===== config.mk =====
export PLATFORM = sky130hd
export DESIGN_NAME = syn_sram_acc_ctrl_flat
export DESIGN_NICKNAME = d
export VERILOG_FILES = /design/src/rtl/syn_sram_acc_ctrl_if.sv /design/src/rtl/syn_sram_acc_ctrl.sv /design/src/flat_wrapper.sv
export SDC_FILE = /design/constraint.sdc
export NUM_CORES = 1
export LEC_CHECK = 0
export BUFFER_PORTS_ARGS = -buffer_cell sky130_fd_sc_hd__buf_4
export CORE_ASPECT_RATIO = 0.8
export CORE_MARGIN = 5
export CORE_UTILIZATION = 46
export CTS_CLUSTER_DIAMETER = 80
export DETAILED_ROUTE_END_ITERATION = 10
export PLACE_DENSITY = 0.8
export SLEW_MARGIN = 25
export SYNTH_ARGS = -nofsm -noshare
export SYNTH_HDL_FRONTEND = slang
export SYNTH_SLANG_ARGS = --single-unit

===== constraint.sdc =====
create_clock -name clk_ir -period 1.9 [get_ports clk_ir]
set_input_delay 0.095 -clock clk_ir [delete_from_list [all_inputs] [get_ports clk_ir]]
set_output_delay 0.095 -clock clk_ir [all_outputs]
set_load 0.1 [all_outputs]

===== src/rtl/syn_sram_acc_ctrl_if.sv =====
// Pin-level bundle for the IS61LV25616 asynchronous SRAM on the DE1 board.
// mp is the controller side, sp the memory (or memory model) side.
interface syn_sram_mem_intf;
  logic [17:0] SRAM_ADDR;
  logic        SRAM_LB_N;
  logic        SRAM_UB_N;
  logic        SRAM_CE_N;
  logic        SRAM_OE_N;
  logic        SRAM_WE_N;
  logic [15:0] SRAM_DO;
  logic [15:0] SRAM_DI;

  modport mp (
    output SRAM_ADDR, SRAM_LB_N, SRAM_UB_N, SRAM_CE_N, SRAM_OE_N, SRAM_WE_N, SRAM_DO,
    input  SRAM_DI
  );

  modport sp (
    input  SRAM_ADDR, SRAM_LB_N, SRAM_UB_N, SRAM_CE_N, SRAM_OE_N, SRAM_WE_N, SRAM_DO,
    output SRAM_DI
  );
endinterface


===== src/rtl/syn_sram_acc_ctrl.sv =====
// Two-client round-robin SRAM controller: each grant runs one 16-bit access
// through SETUP / ACCESS (P_WAIT_CYCLES strobe cycles) / HOLD, all pins registered.
module syn_sram_acc_ctrl #(
  parameter int P_WAIT_CYCLES = 1
) (
  input  logic        clk_ir,
  input  logic        rst_ih,
  input  logic        cl0_req,
  input  logic        cl0_wr,
  input  logic [17:0] cl0_addr,
  input  logic [1:0]  cl0_be,
  input  logic [15:0] cl0_wdata,
  output logic        cl0_ack,
  output logic        cl0_rd_valid,
  output logic [15:0] cl0_rdata,
  input  logic        cl1_req,
  input  logic        cl1_wr,
  input  logic [17:0] cl1_addr,
  input  logic [1:0]  cl1_be,
  input  logic [15:0] cl1_wdata,
  output logic        cl1_ack,
  output logic        cl1_rd_valid,
  output logic [15:0] cl1_rdata,
  syn_sram_mem_intf.mp sram
);

  localparam int          NUM_CL   = 2;
  localparam logic [3:0]  CNT_LAST = 4'(P_WAIT_CYCLES - 1);

  typedef enum logic [1:0] {IDLE, SETUP, ACCESS, HOLD} state_t;

  state_t state, state_nxt;

  logic [NUM_CL-1:0]        req, wr;
  logic [NUM_CL-1:0][17:0]  addr;
  logic [NUM_CL-1:0][1:0]   be;
  logic [NUM_CL-1:0][15:0]  wdata;

  logic [NUM_CL-1:0]        ack_q, rdv_q;
  logic [NUM_CL-1:0][15:0]  rdata_q;

  logic       last_gnt, gnt, gnt_nxt, start, lat_wr;
  logic [3:0] cnt;

  assign req   = {cl1_req,   cl0_req};
  assign wr    = {cl1_wr,    cl0_wr};
  assign addr  = {cl1_addr,  cl0_addr};
  assign be    = {cl1_be,    cl0_be};
  assign wdata = {cl1_wdata, cl0_wdata};

  assign cl0_ack      = ack_q[0];
  assign cl1_ack      = ack_q[1];
  assign cl0_rd_valid = rdv_q[0];
  assign cl1_rd_valid = rdv_q[1];
  assign cl0_rdata    = rdata_q[0];
  assign cl1_rdata    = rdata_q[1];

  // Under contention the client that did not win last time is granted.
  always_comb begin
    state_nxt = state;
    gnt_nxt   = gnt;
    start     = 1'b0;
    case (state)
      IDLE: if (|req) begin
        start     = 1'b1;
        state_nxt = SETUP;
        gnt_nxt   = (&req) ? ~last_gnt : req[1];
      end
      SETUP:   state_nxt = ACCESS;
      ACCESS:  if (cnt == CNT_LAST) state_nxt = HOLD;
      HOLD:    state_nxt = IDLE;
      default: state_nxt = IDLE;
    endcase
  end

  always_ff @(posedge clk_ir) begin
    if (rst_ih) state <= IDLE;
    else        state <= state_nxt;
  end

  // Pins are driven from the transition into each state so they are valid
  // for the whole of that state's cycle.
  always_ff @(posedge clk_ir) begin
    if (rst_ih) begin
      last_gnt       <= 1'b1;
      gnt            <= 1'b0;
      lat_wr         <= 1'b0;
      cnt            <= '0;
      ack_q          <= '0;
      rdv_q          <= '0;
      rdata_q        <= '0;
      sram.SRAM_ADDR <= '0;
      sram.SRAM_DO   <= '0;
      sram.SRAM_CE_N <= 1'b1;
      sram.SRAM_OE_N <= 1'b1;
      sram.SRAM_WE_N <= 1'b1;
      sram.SRAM_LB_N <= 1'b1;
      sram.SRAM_UB_N <= 1'b1;
    end else begin
      ack_q <= '0;
      rdv_q <= '0;
      gnt   <= gnt_nxt;
      if (start) begin
        last_gnt       <= gnt_nxt;
        lat_wr         <= wr[gnt_nxt];
        ack_q[gnt_nxt] <= 1'b1;
        sram.SRAM_CE_N <= 1'b0;
        sram.SRAM_ADDR <= addr[gnt_nxt];
        sram.SRAM_LB_N <= ~be[gnt_nxt][0];
        sram.SRAM_UB_N <= ~be[gnt_nxt][1];
        sram.SRAM_DO   <= wr[gnt_nxt] ? wdata[gnt_nxt] : 16'h0000;
      end
      if (state == SETUP) begin
        cnt            <= '0;
        sram.SRAM_OE_N <= lat_wr;
        sram.SRAM_WE_N <= ~lat_wr;
      end
      if (state == ACCESS) begin
        cnt <= cnt + 4'd1;
        if (cnt == CNT_LAST) begin
          sram.SRAM_OE_N <= 1'b1;
          sram.SRAM_WE_N <= 1'b1;
          if (!lat_wr) begin
            rdv_q[gnt]   <= 1'b1;
            rdata_q[gnt] <= sram.SRAM_DI;
          end
        end
      end
      if (state == HOLD) begin
        sram.SRAM_CE_N <= 1'b1;
        sram.SRAM_LB_N <= 1'b1;
        sram.SRAM_UB_N <= 1'b1;
      end
    end
  end

  p_wait_legal: assert property (@(posedge clk_ir)
    (P_WAIT_CYCLES >= 1) && (P_WAIT_CYCLES <= 15));

endmodule


===== src/flat_wrapper.sv =====
// flat-port wrapper written by rule: the top's interface ports become plain ports
module syn_sram_acc_ctrl_flat 
#(
  parameter int P_WAIT_CYCLES = 1
)
  (clk_ir, rst_ih, cl0_req, cl0_wr, cl0_addr, cl0_be, cl0_wdata, cl0_ack, cl0_rd_valid, cl0_rdata, cl1_req, cl1_wr, cl1_addr, cl1_be, cl1_wdata, cl1_ack, cl1_rd_valid, cl1_rdata, sram_SRAM_ADDR, sram_SRAM_LB_N, sram_SRAM_UB_N, sram_SRAM_CE_N, sram_SRAM_OE_N, sram_SRAM_WE_N, sram_SRAM_DO, sram_SRAM_DI);
  syn_sram_mem_intf sram_i ();
  input  logic clk_ir;
  input  logic rst_ih;
  input  logic cl0_req;
  input  logic cl0_wr;
  input  logic [17:0] cl0_addr;
  input  logic [1:0] cl0_be;
  input  logic [15:0] cl0_wdata;
  output logic cl0_ack;
  output logic cl0_rd_valid;
  output logic [15:0] cl0_rdata;
  input  logic cl1_req;
  input  logic cl1_wr;
  input  logic [17:0] cl1_addr;
  input  logic [1:0] cl1_be;
  input  logic [15:0] cl1_wdata;
  output logic cl1_ack;
  output logic cl1_rd_valid;
  output logic [15:0] cl1_rdata;
  output wire logic [$bits(sram_i.SRAM_ADDR)-1:0] sram_SRAM_ADDR;
  output wire logic [$bits(sram_i.SRAM_LB_N)-1:0] sram_SRAM_LB_N;
  output wire logic [$bits(sram_i.SRAM_UB_N)-1:0] sram_SRAM_UB_N;
  output wire logic [$bits(sram_i.SRAM_CE_N)-1:0] sram_SRAM_CE_N;
  output wire logic [$bits(sram_i.SRAM_OE_N)-1:0] sram_SRAM_OE_N;
  output wire logic [$bits(sram_i.SRAM_WE_N)-1:0] sram_SRAM_WE_N;
  output wire logic [$bits(sram_i.SRAM_DO)-1:0] sram_SRAM_DO;
  input wire logic [$bits(sram_i.SRAM_DI)-1:0] sram_SRAM_DI;
  assign sram_SRAM_ADDR = sram_i.SRAM_ADDR;
  assign sram_SRAM_LB_N = sram_i.SRAM_LB_N;
  assign sram_SRAM_UB_N = sram_i.SRAM_UB_N;
  assign sram_SRAM_CE_N = sram_i.SRAM_CE_N;
  assign sram_SRAM_OE_N = sram_i.SRAM_OE_N;
  assign sram_SRAM_WE_N = sram_i.SRAM_WE_N;
  assign sram_SRAM_DO = sram_i.SRAM_DO;
  assign sram_i.SRAM_DI = sram_SRAM_DI;
  syn_sram_acc_ctrl #(.P_WAIT_CYCLES(P_WAIT_CYCLES)) u_core (.clk_ir(clk_ir), .rst_ih(rst_ih), .cl0_req(cl0_req), .cl0_wr(cl0_wr), .cl0_addr(cl0_addr), .cl0_be(cl0_be), .cl0_wdata(cl0_wdata), .cl0_ack(cl0_ack), .cl0_rd_valid(cl0_rd_valid), .cl0_rdata(cl0_rdata), .cl1_req(cl1_req), .cl1_wr(cl1_wr), .cl1_addr(cl1_addr), .cl1_be(cl1_be), .cl1_wdata(cl1_wdata), .cl1_ack(cl1_ack), .cl1_rd_valid(cl1_rd_valid), .cl1_rdata(cl1_rdata), .sram(sram_i));
endmodule

# ---- After elaboration in Yosys (flattened, before gate mapping)
# Cells that the tools add are included.
dict set report word_totals {
  regBits 84
  inputBits 94
  wordCells 77
}
dict set report op_classes {
  n_addsub 1
  order_cmp 4
  eq_ne 5
  n_mux 32
  bitwise_logic 7
  reduce_logical 12
}
# operator count
set ops {}
lappend ops {{$mux 16} 4}
lappend ops {{$mux 18} 2}
lappend ops {{$bwmux 32} 1}
lappend ops {{$demux 16 s1} 1}
lappend ops {{$mux 1} 15}
lappend ops {{$mux 2} 4}
lappend ops {{$mux 4} 2}
lappend ops {{$pmux 2 s4} 1}
lappend ops {{$not 1->1} 7}
lappend ops {{$reduce_or 2->1} 3}
lappend ops {{$add 4x1->4 const B} 1}
lappend ops {{$eq 2x2->1 const B} 2}
lappend ops {{$logic_not 4->1} 1}
lappend ops {{$lt 1x2->1 const B} 2}
lappend ops {{$reduce_and 2->1} 2}
lappend ops {{$reduce_or 4->1} 1}
lappend ops {{$reduce_and 3->1} 1}
lappend ops {{$demux 1 s1} 2}
lappend ops {{$eq 2x1->1 const B} 1}
lappend ops {{$ge 1x1->1 const B} 2}
lappend ops {{$logic_and 1x1->1} 2}
lappend ops {{$logic_not 2->1} 1}
lappend ops {{$ne 2x1->1 const B} 1}
lappend ops {{$ne 2x2->1 const B} 1}
lappend ops {{$reduce_bool 2->1} 1}

# ---- Logic depth before layout (Yosys ltp)
dict set report depth {
  word_depth 8
  depth_mapped 8
}

# ---- Worst setup path after synthesis
# Ideal clock, no wire load.
dict set report synth_path {
  path_type {reg2reg}
  from {register u_core.state[0]}
  to {register u_core.sram.SRAM_DO[10]}
  arrival_ns 1.588
  required_time_ns 1.782
  slack_ns 0.194
  path_stages_with_launch 9
  path_buffers 2
  synth_period_minus_slack_ns 1.706
  cell_sequence {dfxtp_1 -> inv_1 -> ha_1 -> a21oi_1 -> a31o_1 -> buf_6 -> clkbuf_4 -> mux2i_1 -> o21ai_2}
}
dict set report synth_between {
  elab_chain_cells 5
  word_cells_on_any_way 8
}
# element line
set synth_rtl {}
lappend synth_rtl {{start: declaration} syn_sram_acc_ctrl.sv:32} ;# state_t state, state_nxt;
lappend synth_rtl {{start signal: assignment} syn_sram_acc_ctrl.sv:78} ;# else state <= state_nxt;
lappend synth_rtl {{$logic_not 2->1 *} syn_sram_acc_ctrl.sv:63} ;# case (state)
lappend synth_rtl {{$mux 1} syn_sram_acc_ctrl.sv:63}
lappend synth_rtl {{$mux 16 (not written as such) / $mux 1 (equally long branches) (2 in series)} syn_sram_acc_ctrl.sv:111} ;# sram.SRAM_DO <= wr[gnt_nxt] ? wdata[gnt_nxt] : 16'h0000;
lappend synth_rtl {{$mux 16} syn_sram_acc_ctrl.sv:111}
lappend synth_rtl {{end signal: assignment} syn_sram_acc_ctrl.sv:111}
lappend synth_rtl {{end: declaration} syn_sram_acc_ctrl_if.sv:14} ;# output SRAM_ADDR, SRAM_LB_N, SRAM_UB_N, SRAM_CE_N, SRAM_OE_N, SRAM_WE_N, SRAM_DO,
# Mark *: on every way between the ends. The rest lies on a longest branch, timed or not. The select of a mux whose other input is x is not followed.
# A chain may end at the register's enable or synchronous reset.

# ---- Final worst setup path
dict set report layout_path {
  from {register u_core.state[1]}
  to {register u_core.sram.SRAM_DO[7]}
}
# Same word-level chain as after synthesis.

==> metrics.txt <==
Worst Skew=0.00972 ns; DRT iter0 DRCs=67; number of flops mapped to enable cells by yosys=0; antenna-violating nets left=0; die width=108 µm; largest net degree at the start of global routing=39; CP endpoint kind=flop; Initial Utilization=0.473; fin nets=651; power per standard cell area=1620 nW/µm²; vias in the first global route=3175; Critical path buffers and inverters=2; via/cell ratio=4.87; P_leak=2.52 nW; Final Hold Vio Count=0; crit path time final=1.73 ns; WHS Path Cells=3; initial antenna violation count=0; count of standard-cell rows=28; endpoints failing setup=0; crit share post-route=0.913; first-pass GRT wire length=15100 µm; ys async rst share=0; Fillers=589; slowest CP cell=dfxtp_1; Crit Path Max Fanout=18; gr usage total=0.204; I/O Buffers=168; top_reg_cell synth=dfxtp_1; clk slew on worst S/H paths=0.08 ns; layout cell share with drive strength beyond 1=0.379; Post-route DRC=0; Worst Path Arrival=1.98 ns; register area=1680 µm²; Synth Instances=365; area grow syn2layout=49.9%; TritonRoute pass-1 iters=4; CP top delay family=compound AO/OA/AOI/OAI gates; final WL=9550 µm; final RePlAce weighted congestion=0.740; grt ovf=0; setup TNS=0 ns; Synth top area share=0.481; largest area contributor in the netlist=dfxtp_1; Yosys warning count=0; reg2reg path depth=7; Setup crit start kind=flop; H-tree depth=3; core area=7390 µm²; Via Count=3209; Max Clock Freq=0.577 GHz; ANT cells=0; Max stage delay on crit path=0.39 ns; flops & latches, synth=84; Max clock buf depth=2; slew margin rel.=0.759; Synth Area per Inst=9.58 µm²; MaxCap Viol Count=0; Netlist Area Pre-Place=3500 µm²; RSZ-0062 raised after global routing=no; DP Wirelength=7170 µm; result of the run=finished, final reports clean; CTS Buf Count=9; number of I/O pins=169; Setup Fix Bufs, Post-CTS=0; CP Depth=7; Max Slew Vio Count=0; die area=9460 µm²; count of cell types in the netlist=43; net count after synthesis=466; die height=88 µm; worst skew pair latency=0.34 ns; CP Cell Sequence=inv_1 > ha_1 > a21oi_1 > a31o_2 > buf_12 > mux2i_1 > o21ai_2; area taken by multi-input logic gates=1650 µm²; Hold WC Path Type=primary input to flop; worst slew pin tran=0.361 ns; CTS Root Cell=clkbuf_8; CTS tree=built; CP required=2.14 ns; critical path type=flop to flop; worst vdd ir=894 µV; share of the yosys chip area belonging to registers=0.481; CTS sink cnt=84; Hold Slack=0.0151 ns; synth top area cells=dfxtp_1, mux2i_1, nand2_1; drt wl/cell=14.5 µm
worst min-delay path, delay by kind of cell:
family / cells / cell delay [ns]
compound gates: 1 / 0.10
buf+inv: 1 / 0.07
mux: 1 / 0.06
repair_timing:
item,CTS,global route
hold endpoints to repair,29,0
endpoints found under the setup margin,0,36
hold buffers,19,0
gates resized for setup,0,4
synthesized netlist by cell type, types with 2 or more instances:
library cell and count:
nand3_1 3, o21ai_1 7, nor3_1 3, mux2i_1 51
nand2_1 57, inv_1 5, nand2b_1 3, a211oi_1 18
buf_4 3, buf_6 5, o21ai_0 3, nor2_1 46
a21oi_1 22, clkbuf_1 9, buf_2 3, dfxtp_1 84
nor3b_1 2, ha_1 7, o21ai_2 10
registers in the layout, indices dropped and copies added, names as in the netlist, 2 cells and up:
name                   count
u_core.sram.SRAM_DO       16
u_core.cl0_rdata          16
u_core.cnt                 4
u_core.rdv_q               2
u_core.ack_q               2
u_core.state               2
u_core.cl1_rdata          16
u_core.sram.SRAM_ADDR     18
final timing paths:
kind	from	to	slack [ns]
max	u_core.state[1]	u_core.sram.SRAM_DO[7]	0.17
min reg2reg	u_core.sram.SRAM_CE_N	u_core.sram.SRAM_CE_N	0.44
min	cl1_wdata[4]	u_core.sram.SRAM_DO[4]	0.02
max reg2reg	u_core.state[1]	u_core.sram.SRAM_DO[7]	0.17
cell families after synthesis:
family	Yosys count	share of synthesized area
buffers and inverters	28	0.0508
DFF	84	0.481
and+or+nand+nor	125	0.156
adders and majority gates	7	0.0250
AOI/OAI and AO/OA	68	0.134
muxes	53	0.153
where the power goes:
part           internal, W  switching [W]  leakage, nW  total (W)
clock             0.000637       0.000589       0.0935    0.00123
combinational      0.00132        0.00361         1.74    0.00493
sequential         0.00215       0.000213        0.687    0.00236
metrics by stage:
stage	cells	setup WS (ns)	util	power (W)	area [µm²]
3_5_place_dp	625	0.117	0.657	0.00729	4860
2_1_floorplan	365	0.194	-	0.00624	3500
4_1_cts	659	0.106	0.708	0.00855	5230
6_report	659	0.166	0.709	0.00852	5240
5_1_grt	659	0.00567	0.709	0.00892	5240
3_3_place_gp	625	0.187	0.657	0.00720	4860
area by class of cell:
type                       instances  area share
sequential                        84       0.321
multi-input combinational        253       0.314
timing repair buffer             197       0.301
clock buffer                      13      0.0284
tap                              105      0.0251
clock inverter                     2     0.00668
inverter                           5     0.00358
per-layer routing:
metal | up-vias | track usage | routed length, µm
met3 | 9 | 0.0774 | 743
met5 | - | 0 | 0
met2 | 95 | 0.369 | 5060
met4 | 0 | 0.0573 | 73
li1 | 1623 | - | -
met1 | 1482 | 0.225 | 3670
layout by cell type, fill, tap and decap left out, types with 2 or more instances in the layout:
master         instances
inv_1                  5
nand2_1               57
nand2b_1               3
clkbuf_8              10
nand3_1                3
clkbuf_1               3
buf_12                 4
dfxtp_1               84
a211oi_1              18
o21ai_1                7
buf_4                173
dlygate4sd3_1         19
o21ai_2               10
nor2_1                46
mux2i_1               50
ha_1                   7
a21oi_1               22
nor3_1                 3
o21ai_0                3
nor3b_1                2
Power figures use the tool's default switching activity.
